--- config.mk ---
export PLATFORM = sky130hd
export DESIGN_NAME = usb_transaction_engine
export DESIGN_NICKNAME = d
export VERILOG_FILES = /design/src/rtl/usb_transaction_engine.sv
export SDC_FILE = /design/constraint.sdc
export NUM_CORES = 1
export LEC_CHECK = 0
export CAP_MARGIN = 5
export CORE_UTILIZATION = 42
export CTS_BUF_LIST = sky130_fd_sc_hd__clkbuf_8 sky130_fd_sc_hd__clkbuf_16
export CTS_CLUSTER_DIAMETER = 80
export DETAILED_ROUTE_END_ITERATION = 8
export PLACE_DENSITY_LB_ADDON = 0.12
export RECOVER_POWER = 25
export SETUP_SLACK_MARGIN = 0.15
export SYNTH_ARGS = -nofsm -noshare
export SYNTH_HDL_FRONTEND = slang
export SYNTH_SLANG_ARGS = --single-unit
--- constraint.sdc ---
create_clock -name clk -period 2.6 [get_ports clk]
set_input_delay 0.26 -clock clk [delete_from_list [all_inputs] [get_ports clk]]
set_output_delay 0.26 -clock clk [all_outputs]
set_load 0.01 [all_outputs]
--- src/rtl/usb_transaction_engine.sv ---
// ---------------------------------------------------------------------------
// usb_transaction_engine
//
// Host-side USB transaction layer. It turns the level requests of the
// read/write FSM (in_trans / out_trans) into token / data / handshake packets
// on an abstract packet TX/RX interface. It retries on NAK, timeout or bad CRC,
// and reports completion as one-cycle success / failure pulses.
//
// Ports
//   clk, rst_b          clock; synchronous active-high reset
//   in_trans, out_trans level transaction requests (OUT wins if both are high)
//   dev_addr, dev_endp  token address / endpoint, latched at accept
//   data_to_device      OUT payload, latched at accept
//   data_to_host        IN payload, updated only on a successful IN
//   success, failure    one-cycle completion pulses
//   busy                high in every state except IDLE
//   tx_*                packet offered to the encoder (valid/ready handshake)
//   rx_*                decoded packet from the receiver (rx_valid pulse)
// ---------------------------------------------------------------------------
module usb_transaction_engine #(
    parameter int TIMEOUT_CYC = 255,
    parameter int MAX_ERR     = 8     // 1..15
) (
    input  logic        clk,
    input  logic        rst_b,
    input  logic        in_trans,
    input  logic        out_trans,
    input  logic [6:0]  dev_addr,
    input  logic [3:0]  dev_endp,
    input  logic [63:0] data_to_device,
    output logic [63:0] data_to_host,
    output logic        success,
    output logic        failure,
    output logic        busy,
    output logic        tx_valid,
    input  logic        tx_ready,
    output logic [3:0]  tx_pid,
    output logic [6:0]  tx_addr,
    output logic [3:0]  tx_endp,
    output logic [63:0] tx_data,
    input  logic        rx_valid,
    input  logic [3:0]  rx_pid,
    input  logic [63:0] rx_data,
    input  logic        rx_crc_ok
);

    localparam logic [3:0] S_IDLE      = 4'd0;
    localparam logic [3:0] S_TOKEN     = 4'd1;
    localparam logic [3:0] S_DATA      = 4'd2;
    localparam logic [3:0] S_WAIT_HS   = 4'd3;
    localparam logic [3:0] S_WAIT_DATA = 4'd4;
    localparam logic [3:0] S_SEND_ACK  = 4'd5;
    localparam logic [3:0] S_ERR       = 4'd6;
    localparam logic [3:0] S_DONE_OK   = 4'd7;
    localparam logic [3:0] S_DONE_FAIL = 4'd8;
    localparam logic [3:0] S_HOLDOFF   = 4'd9;

    localparam logic [3:0] PID_OUT   = 4'b0001;
    localparam logic [3:0] PID_IN    = 4'b1001;
    localparam logic [3:0] PID_DATA0 = 4'b0011;
    localparam logic [3:0] PID_ACK   = 4'b0010;
    localparam logic [3:0] PID_NAK   = 4'b1010;

    // The timer only ever counts up to TIMEOUT_CYC-1.
    localparam int TW = (TIMEOUT_CYC > 2) ? $clog2(TIMEOUT_CYC) : 1;
    localparam logic [TW-1:0] TIMER_LAST = TW'(TIMEOUT_CYC - 1);

    logic [3:0]    state_q,   state_d;
    logic [3:0]    err_cnt_q, err_cnt_d;
    logic [TW-1:0] timer_q,   timer_d;
    logic          dir_out_q, dir_out_d;
    logic [6:0]    addr_q,    addr_d;
    logic [3:0]    endp_q,    endp_d;
    logic [63:0]   payload_q, payload_d;
    logic [63:0]   dth_q,     dth_d;

    logic          tx_hs;
    logic          timed_out;
    logic [4:0]    err_inc;

    assign tx_hs     = tx_valid && tx_ready;
    assign timed_out = (timer_q == TIMER_LAST);
    assign err_inc   = {1'b0, err_cnt_q} + 5'd1;

    // ------------------------------------------------------------------
    // Next-state logic
    // ------------------------------------------------------------------
    always_comb begin
        state_d   = state_q;
        err_cnt_d = err_cnt_q;
        timer_d   = timer_q;
        dir_out_d = dir_out_q;
        addr_d    = addr_q;
        endp_d    = endp_q;
        payload_d = payload_q;
        dth_d     = dth_q;

        case (state_q)
            S_IDLE: begin
                if (out_trans || in_trans) begin
                    dir_out_d = out_trans;
                    addr_d    = dev_addr;
                    endp_d    = dev_endp;
                    if (out_trans) payload_d = data_to_device;
                    err_cnt_d = 4'd0;
                    state_d   = S_TOKEN;
                end
            end

            S_TOKEN: begin
                if (tx_hs) begin
                    timer_d = '0;
                    state_d = dir_out_q ? S_DATA : S_WAIT_DATA;
                end
            end

            S_DATA: begin
                if (tx_hs) begin
                    timer_d = '0;
                    state_d = S_WAIT_HS;
                end
            end

            // A packet arriving in the timeout cycle wins over the timeout.
            S_WAIT_HS: begin
                timer_d = timer_q + TW'(1);
                if (rx_valid) begin
                    state_d = (rx_pid == PID_ACK && rx_crc_ok) ? S_DONE_OK : S_ERR;
                end else if (timed_out) begin
                    state_d = S_ERR;
                end
            end

            // A corrupted DATA0 is treated as lost: no ACK, full retry.
            S_WAIT_DATA: begin
                timer_d = timer_q + TW'(1);
                if (rx_valid) begin
                    if (rx_pid == PID_DATA0 && rx_crc_ok) begin
                        dth_d   = rx_data;
                        state_d = S_SEND_ACK;
                    end else begin
                        state_d = S_ERR;
                    end
                end else if (timed_out) begin
                    state_d = S_ERR;
                end
            end

            S_SEND_ACK: begin
                if (tx_hs) state_d = S_DONE_OK;
            end

            S_ERR: begin
                if (err_inc == 5'(MAX_ERR)) begin
                    state_d = S_DONE_FAIL;
                end else begin
                    err_cnt_d = (err_cnt_q == 4'hF) ? 4'hF : err_cnt_q + 4'd1;
                    state_d   = S_TOKEN;
                end
            end

            S_DONE_OK:   state_d = S_HOLDOFF;
            S_DONE_FAIL: state_d = S_HOLDOFF;

            // Upstream clears its registered request a cycle or more late;
            // wait for both requests to drop so we do not re-trigger.
            S_HOLDOFF: begin
                if (!in_trans && !out_trans) state_d = S_IDLE;
            end

            default: state_d = S_IDLE;
        endcase
    end

    always_ff @(posedge clk) begin
        if (rst_b) begin
            state_q   <= S_IDLE;
            err_cnt_q <= 4'd0;
            timer_q   <= '0;
            dir_out_q <= 1'b0;
            addr_q    <= 7'd0;
            endp_q    <= 4'd0;
            payload_q <= 64'd0;
            dth_q     <= 64'd0;
        end else begin
            state_q   <= state_d;
            err_cnt_q <= err_cnt_d;
            timer_q   <= timer_d;
            dir_out_q <= dir_out_d;
            addr_q    <= addr_d;
            endp_q    <= endp_d;
            payload_q <= payload_d;
            dth_q     <= dth_d;
        end
    end

    // ------------------------------------------------------------------
    // Outputs: decoded from registered state, so they are stable for the
    // whole cycle and hold under backpressure.
    // ------------------------------------------------------------------
    always_comb begin
        tx_valid = 1'b0;
        tx_pid   = 4'd0;
        tx_addr  = 7'd0;
        tx_endp  = 4'd0;
        tx_data  = 64'd0;
        case (state_q)
            S_TOKEN: begin
                tx_valid = 1'b1;
                tx_pid   = dir_out_q ? PID_OUT : PID_IN;
                tx_addr  = addr_q;
                tx_endp  = endp_q;
            end
            S_DATA: begin
                tx_valid = 1'b1;
                tx_pid   = PID_DATA0;
                tx_data  = payload_q;
            end
            S_SEND_ACK: begin
                tx_valid = 1'b1;
                tx_pid   = PID_ACK;
            end
            default: ;
        endcase
    end

    assign success      = (state_q == S_DONE_OK);
    assign failure      = (state_q == S_DONE_FAIL);
    assign busy         = (state_q != S_IDLE);
    assign data_to_host = dth_q;

endmodule
# Word level (Yosys, flattened, before mapping)
# Index checks and enable logic that the tools add are counted.
# classes
addsub	3
mul	0
div_mod_pow	0
magnitude_cmp	0
eq_ne	21
n_shift	0
muxes	25
n_bitwise	0
reduce_logical	21
# op_table
op	n
$mux 64	1
$mux 4	14
$pmux 4 s9	1
$eq 4x2->1 const B	4
$eq 4x3->1 const B	4
$pmux 8 s2	1
$eq 4x4->1 const B	3
$ne 2x2->1 const B	6
$pmux 4 s3	1
$reduce_and 3->1	3
$add 8x1->8 const B	1
$eq 8x8->1 const B	1
$mux 8	1
$pmux 4 s2	1
$mux 7	1
$reduce_or 2->1	3
$add 4x1->5 const B	1
$eq 5x4->1 const B	1
$reduce_and 5->1	1
$add 4x1->4 const B	1
$eq 4x1->1 const B	1
$logic_and 1x1->1	4
$logic_not 4->1	1
$reduce_and 2->1	2
other kinds (9)	12
# totals
reg_bits	156
latch_bits	0
ram_bits	0
mem_bits_ro	0
in_bits	150
output_inout_bits	147
word_cells	78
n_memories	0

# Logic depth before layout (Yosys ltp)
# Gate-level depths: netlist of the first run.
# depth
word_depth	6
ltp_mapped	7
depth_no_buf	6

# Least setup slack after synthesis of the first run
# No wires, ideal clock.
# synth_path
kind	register -> register
startpoint	register state_q[3]
endpoint	register dth_q[22] (netlist: data_to_host[22])
setup_ns	0.142
arrival_ns	1.861
path_slack_ns	0.598
path_stages_with_launch	8
synth_period_minus_slack_ns	2.002
path_cell_list	dfxtp_1 buf_6 or4b_4 or4_1 buf_2 buf_6 nand2_1 a21oi_2
# synth_via
elab_chain_cells	2
# synth_rtl
element	line_no	rtl
start: declaration	68	logic [3:0] state_q, state_d;
start signal: assignment	186	state_q <= state_d;
$eq 4x3->1	98	case (state_q)
$reduce_and 3->1 (no source line)	--	
end signal: assignment	193	dth_q <= dth_d;
end: declaration	75	logic [63:0] dth_q, dth_d;
# Every way passes these cells.
# A chain may end at the register's enable or synchronous reset.

# Worst setup path in the final report of the first run
# layout_path
startpoint	register state_q[3]
endpoint	output port tx_endp[1]
# layout_via
elab_chain_cells	2
# layout_rtl
element	line_no	rtl
$eq 4x1->1	207	case (state_q)
$mux 4	207	
end: declaration	39	output logic [3:0] tx_endp,
# Every way passes these cells.

==> impl_metrics.ini, run 1 <==
[floorplan]
die_h_um = 127
core_area_um2 = 15300
die_w_um = 127
start_util = 0.433
io_pins = 297
dieArea_um2 = 16300
rows = 45

[global_route]
grt_pass1_vias = 6225
grt.total_usage = 0.250
grt_max_degree = 65
grt-ovfl-total = 0
antenna_found_initial = 0
grt_pass1_wl_um = 31900

[worst_setup_path]
cp.required_ns = 2.34
path_max_fanout = 16
r2r_start = state_q[3]
worst_setup_path_end_kind = output port
cp-startpoint = state_q[3]
startpoint_type = flop
worstPathArrival_ns = 2.19
crit_type = reg2out

[layout]
fill_cells = 1329
area_growth_syn_to_layout_pct = 58.9
nets = 1277
drive_gt1_frac = 0.0800
diodes = 0
final_core_util = 0.689

[synthesis]
synth_cells = 847
synth_simple_gate_area_frac = 0.292
synth.top_cell.area_share = 0.472
synth_ff_type = dfxtp_1
yosys-top-cells-area = dfxtp_1 (47%), nand2_1 (16%), a21oi_1 (10%)
syn-num-nets = 1000
synth_top_area_cell = dfxtp_1
synth_xor_area_frac = 0.00132
synth_top_family_by_area = simple AND/OR/NAND/NOR gates
ys_warn_count = 0
ys_types = 49
synth_commonest_cells = nand2_1 (287), dfxtp_1 (156), a21oi_1 (135)
yosysMostFrequentCell = nand2_1
synthArstFlopShare = 0
synth-compound-area-share = 0.170
synth.area.mux_share = 0.00151
synth_edf_count = 0
ys_ff_latch = 156
avgSynthCellArea_um2 = 7.81
yosysSeqAreaShare = 0.472
synth_adder_area_share = 0.00568
netlist_area_um2 = 6610

[clock_tree]
numCtsBuffers = 17
clk_latency_ns = 0.42
path_clk_slew_ns = 0.06
cts_tree = yes
cts_max_level = 4
max-clock-path-buffers = 2
cts_sinks = 156
root_buffer = clkbuf_16
hold_buffers = 0

[drt]
wirelength_um = 20600
drc = 0
drt-pass1-iter-count = 4
wl_per_cell_um = 15.3
via_count = 6598
first_iter_violations = 456
vias_per_cell = 4.89
antenna_left = 0

[flow_run]
maxCapViolCount = 0

[power_and_ir_drop]
peakVddDrop_mv = 0.475
p_leak_nw = 4.26
power.total_mw = 7.85
p_per_area_nw_per_um2 = 747

[sta]
timing.final.crit_share = 0.941
setup_tns_ns = 0
fmax_mhz = 409
setup_viol = 0
slew_headroom = 0.494
period_needed_ns = 2.45
finClkSkew_ns = 0.00748
worst_pin_slew_ns = 0.752
drv_slew = 0
hold_viol_final = 0
rsz0062_at_grt = true

[hold_path]
hp-start = rst_b
min_path_type = in2reg

[placement]
gp_congestion = 0.822
io_buffers = 295
hpwlAfterDp_um = 13700

[status]
status = completed
-- worst max-delay path, cell delays in order, from the launching register on --
cell and delay [ns]:
dfxtp_1 0.38, buf_6 0.19, nor4b_4 0.34, buf_4 0.19, and2_1 0.12, clkdlybuf4s50_1 0.55
-- cells in the final DEF (no fill, tap or decap), types with 8 or more instances in the layout --
cell type / Yosys / final
dlygate4sd3_1: 0 / 64
nor2_1: 11 / 11
dlygate4sd2_1: 0 / 9
o21ai_0: 12 / 13
nor3_1: 8 / 8
buf_4: 1 / 13
nand2_1: 287 / 286
dlymetal6s2s_1: 0 / 18
inv_1: 7 / 8
clkbuf_16: 0 / 18
a21oi_2: 22 / 22
a21oi_1: 135 / 135
clkdlybuf4s50_1: 0 / 203
and2_1: 76 / 75
dfxtp_1: 156 / 153
-- path summary, 6_finish.rpt --
path | depth (start not counted) | slack (ns) | endpoint
setup / recovery | 5 | 0.15 | tx_endp[1]
hold / removal | 2 | 0.35 | dir_out_q
setup reg to reg | 5 | 0.41 | data_to_host[44]
hold reg to reg | 2 | 0.45 | data_to_host[63]
-- where the power goes --
group	total (mW)	internal, mW	switching (mW)	leakage [nW]
Combinational	2.28	1.03	1.26	2.67
Sequential	2.85	2.68	0.165	1.27
Clock	2.72	1.70	1.02	0.325
Total	7.85	5.41	2.45	4.26
-- flip-flops by register name, summed over array words and instances, names as in the netlist --
register,cells
state_q,4
addr_q,7
timer_q,8
data_to_host,64
payload_q,64
dir_out_q,1
err_cnt_q,4
endp_q,4
-- layer usage --
layer,track usage,part of all wire,up-vias
li1,-,-,3348
met1,0.290,0.41,2994
met2,0.438,0.50,232
met3,0.0762,0.083,24
met4,0.0777,0.013,0
met5,0,0,-
-- what timing repair did --
item / CTS / global route
resized for setup: 16 / 24
hold endpoints to repair: 0 / 0
endpoints found under the setup margin: 78 / 69
setup buffers: 1 / 2
cloned: 2 / 1
pin swaps: 1 / 0
-- cell type report --
type	count	area (um2)	share of cell area
inverters	7	26.3	0.00250
clock buffers	20	467	0.0444
clock inverters	12	186	0.0177
repair buffers	323	3290	0.313
flip-flops and latches	156	3130	0.297
multi-input cells	619	3150	0.300
well taps	211	264	0.0251
-- through the flow --
step / hold WS (ns) / setup WS, ns / area [um2] / instances
after floorplan: 0.396 / 0.598 / 6610 / 847
after global placement: 0.436 / 0.403 / 9720 / 1310
after detailed placement: 0.442 / 0.353 / 9720 / 1310
after CTS: 0.339 / 0.105 / 10400 / 1345
after global routing: 0.359 / 0.0832 / 10500 / 1348
final: 0.354 / 0.154 / 10500 / 1348
-- cell families after synthesis --
group                    count (synthesis)
XOR/XNOR                                 1
AO/OA/AOI/OAI                          193
multiplexers                             1
AND/OR/NAND/NOR                        420
other                                    1
buffers and inverters                   72
adder cells (fa/ha/maj)                  3
flip-flops                             156
(Power assumes the default switching activity.)
==> run 2: changes to the inputs <==
==> constraint.sdc (replaced) <==
create_clock -name clk -period 2.6 [get_ports clk]
set_input_delay 0.26 -clock clk [delete_from_list [all_inputs] [get_ports clk]]
set_output_delay 0.26 -clock clk [all_outputs]
set_load 0.02 [all_outputs]
==> impl_metrics.ini, run 2 (synthesis results as in run 1) <==
[status]
status = completed

[drt]
wirelength_um = 19800
antenna_left = 0
via_count = 6556
wl_per_cell_um = 14.7
drt-pass1-iter-count = 5
first_iter_violations = 383
drc = 0
vias_per_cell = 4.88

[clock_tree]
root_buffer = clkbuf_16
cts_max_level = 4
max-clock-path-buffers = 2
path_clk_slew_ns = 0.06
cts_tree = yes
hold_buffers = 0
cts_resized = 81
numCtsBuffers = 17
clk_latency_ns = 0.42
cts_sinks = 156
post-cts-setup-buffers = 0

[sta]
setup_tns_ns = 0
period_needed_ns = 2.36
setup_slack_ns = 0.239
finClkSkew_ns = 0.00561
rsz0062_at_grt = false
setup_viol = 0
hold_viol_final = 0
drv_slew = 0
fmax_mhz = 424
timing.final.crit_share = 0.908
slew_headroom = 0.478
worst_pin_slew_ns = 0.775

[layout]
multi_input_area_um2 = 3140
fill_cells = 1370
nets = 1271
area_growth_syn_to_layout_pct = 55.1
regArea_um2 = 3130
drive_gt1_frac = 0.0752
design_area_um2 = 10300
final_cell_mix = nand2_1 (286), dfxtp_1 (154), clkdlybuf4s50_1 (151), a21oi_1 (135), dlygate4sd2_1 (78)
final_common_cell = nand2_1

[power_and_ir_drop]
p_leak_nw = 4.21
p_per_area_nw_per_um2 = 744
peakVddDrop_mv = 0.431
power.total_mw = 7.64

[global_route]
grt.total_usage = 0.246
grt-ovfl-total = 0
antenna_found_initial = 1
grt_use_met1 = 0.281
grt_use_met2 = 0.419
grt_max_degree = 66
grt_pass1_vias = 6200
busiest_layer = met2
grt_use_met3 = 0.0846
grt_pass1_wl_um = 31300

[floorplan]
io_pins = 297
start_util = 0.433
core_area_um2 = 15300
die_w_um = 127
dieArea_um2 = 16300
rows = 45
die_h_um = 127

[placement]
post-place-ws_ns = 0.327
hpwlAfterDp_um = 13700
gp_congestion = 0.841
io_buffers = 295
placed_area_um2 = 9720

[worst_setup_path]
startpoint_type = flop
path_max_fanout = 11
cp.required_ns = 2.34
crit_type = reg2out
worstPathArrival_ns = 2.10
worst_setup_path_end_kind = output port

[hold_path]
min_path_type = in2reg

[flow_run]
maxCapViolCount = 0
-- run 2: cell types whose count changed in the layout (fill, tap and decap cells not counted), moves of 3 or more --
cell | before | now
clkinvlp_4 | 0 | 3
buf_6 | 4 | 0
clkinv_4 | 4 | 1
clkdlybuf4s50_1 | 203 | 151
dlymetal6s2s_1 | 18 | 1
dlygate4sd2_1 | 9 | 78
-- run 2: area by class of cell --
cell class | instances | area share
Antenna cell | 1 | 0.000244
Clock buffer | 22 | 0.0482
Clock inverter | 10 | 0.0133
Inverter | 7 | 0.00256
Multi-Input combinational cell | 619 | 0.306
Sequential cell | 156 | 0.305
Tap cell | 211 | 0.0257
Timing Repair Buffer | 317 | 0.299
-- run 2: stage by stage --
step	util	instances	hold WS, ns
floorplan	-	847	0.396
global placement	0.637	1310	0.437
detailed placement	0.637	1310	0.442
CTS	0.673	1342	0.363
global route	0.672	1342	0.374
finish	0.672	1343	0.384
-- run 2: critical path, stage by stage (launching register included) --
cell,delay (ns)
dfxtp_2,0.38
buf_4,0.19
nor4_1,0.28
clkbuf_1,0.21
inv_1,0.07
clkdlybuf4s50_1,0.55
-- run 2: layer usage --
metal | vias up | part of all wire
li1 | 3339 | -
met1 | 2945 | 0.41
met2 | 233 | 0.48
met3 | 39 | 0.085
met4 | 0 | 0.026
met5 | - | 0
-- run 2: power by group --
group	internal [mW]	leakage (nW)	switching [mW]
combinational	0.898	2.64	1.28
clock	1.64	0.304	0.978
sequential	2.68	1.27	0.164
-- run 2: final timing paths --
check                                        start  depth (start not counted)               end  slack (ns)
worst max-delay path                    state_q[3]                          5              busy        0.24
worst min-delay path            data_to_device[14]                          3     payload_q[14]        0.38
worst max register to register          state_q[0]                          5  data_to_host[15]        0.40
worst min register to register    data_to_host[62]                          2  data_to_host[62]        0.45
==> run 3: changes to the inputs <==
==> constraint.sdc (replaced) <==
create_clock -name clk -period 2.6 [get_ports clk]
set_input_delay 0.26 -clock clk [delete_from_list [all_inputs] [get_ports clk]]
set_output_delay 0.26 -clock clk [all_outputs]
set_load 0.1 [all_outputs]
==> impl_metrics.ini, run 3 (synthesis results as in run 1) <==
[power_and_ir_drop]
power.total_mw = 8.59
p_per_area_nw_per_um2 = 802
peakVddDrop_mv = 0.478
p_leak_nw = 3.83

[placement]
io_buffers = 295
gp_congestion = 0.839
hpwlAfterDp_um = 13700
dp_cells = 1306
placed_area_um2 = 10300

[global_route]
grt.total_usage = 0.247
grt_pass1_wl_um = 31200
antenna_found_initial = 1
grt-ovfl-total = 0
grt_pass1_vias = 6100
grt_max_degree = 74

[sta]
period_needed_ns = 2.36
setup_viol = 0
rsz0062_at_grt = true
slew_headroom = 0.180
timing.final.crit_share = 0.907
setup_tns_ns = 0
worst_pin_slew_ns = 1.24
hold_viol_final = 0
fmax_mhz = 424
drv_slew = 0
finClkSkew_ns = 0.00785

[drt]
dr_wl_met3_um = 1470
wirelength_um = 20200
vias_per_cell = 4.94
routed-wl-met2_um = 9720
wl_per_cell_um = 15.1
routedLengthMet1_um = 8570
antenna_left = 0
drt-pass1-iter-count = 5
drc = 0
highest_layer = met5
first_iter_violations = 437
via_count = 6610

[layout]
area_growth_syn_to_layout_pct = 61.9
nets = 1269
diodes = 0
design_area_um2 = 10700
final_common_cell = nand2_1
fill_cells = 1278
drive_gt1_frac = 0.145
final_cell_mix = nand2_1 (286), dfxtp_1 (156), clkdlybuf4s50_1 (148), a21oi_1 (135), buf_12 (84)
stdcell_count = 1339

[worst_setup_path]
critPathBufInv = 3
crit_type = reg2out
path_max_fanout = 22
worst_setup_path_end_kind = output port
cp.required_ns = 2.34
startpoint_type = flop
worstPathArrival_ns = 2.10
max_stage_delay_ns = 0.55
cp_slowest_cell = or4_1
critical_path.cell_chain = buf_4 -> inv_1 -> or4_1 -> nor2_2 -> buf_12
cp_top_family = simple AND/OR/NAND/NOR gates

[floorplan]
dieArea_um2 = 16300
rows = 45
core_area_um2 = 15300
io_pins = 297
die_h_um = 127
start_util = 0.433
die_w_um = 127

[status]
status = completed

[clock_tree]
hold_buffers = 0
numCtsBuffers = 17
cts_tree = yes
root_buffer = clkbuf_16
cts_max_level = 4
cts_sinks = 156
clk_latency_ns = 0.42
path_clk_slew_ns = 0.06
max-clock-path-buffers = 2

[hold_path]
min_path_type = in2reg

[flow_run]
maxCapViolCount = 0
==> run 3: cell count changes in the layout (fill, tap and decap cells not counted), sizes merged, moves of 2 or more <==
cell | before | now
buf | 19 | 100
dlygate4sd2 | 78 | 0
dlygate4sd3 | 64 | 0
clkbuf | 26 | 87
inv | 7 | 11
clkdlybuf4s50 | 151 | 148
clkinv | 4 | 2
==> run 3: area by class of cell <==
class	count	area, um2	share of cell area
Clock buffer	21	480	0.0449
Clock inverter	10	100	0.00935
Timing Repair Buffer	315	3570	0.333
Multi-Input combinational cell	619	3150	0.294
Sequential cell	156	3120	0.292
Inverter	7	26.3	0.00245
Tap cell	211	264	0.0247
==> run 3: metal layers <==
metal / vias to the layer above / GRT usage
met4: 2 / 0.0896
met1: 2994 / 0.297
met2: 252 / 0.413
met3: 35 / 0.0796
li1: 3327 / -
met5: - / 0
==> run 3: final timing paths <==
path	startpoint	to	slack, ns	cells past startpoint
min	rx_data[19]	data_to_host[19]	0.38	3
max reg2reg	state_q[2]	endp_q[1]	0.40	7
min reg2reg	payload_q[56]	payload_q[56]	0.45	2
max	state_q[0]	tx_pid[3]	0.24	5
==> run 3: per-stage QoR <==
stage               hold slack, ns  worst slack, ns   util
global route                 0.385            0.126  0.702
CTS                          0.371            0.260  0.715
floorplan                    0.396            0.237      -
global placement             0.437            0.404  0.677
finish                       0.384            0.242  0.702
detailed placement           0.442            0.362  0.677
==> run 3: what timing repair did <==
item	in CTS	in global routing
setup buffers	0	1
endpoints found under the setup margin	0	63
gates resized for setup	0	2
endpoints found under the hold margin	0	0
==> run 3: worst reg2reg max path: cells and delay by family, from the launching register on <==
kind / cells / cell delay (ns)
buf+inv: 3 / 0.83
flops: 1 / 0.32
compound gates: 1 / 0.15
simple gates: 3 / 0.80
==> run 3: power by group <==
group | internal, mW | switching (mW) | total [mW]
logic | 1.19 | 2.14 | 3.33
registers | 2.68 | 0.134 | 2.81
clock network | 1.49 | 0.949 | 2.44
total | 5.36 | 3.23 | 8.59
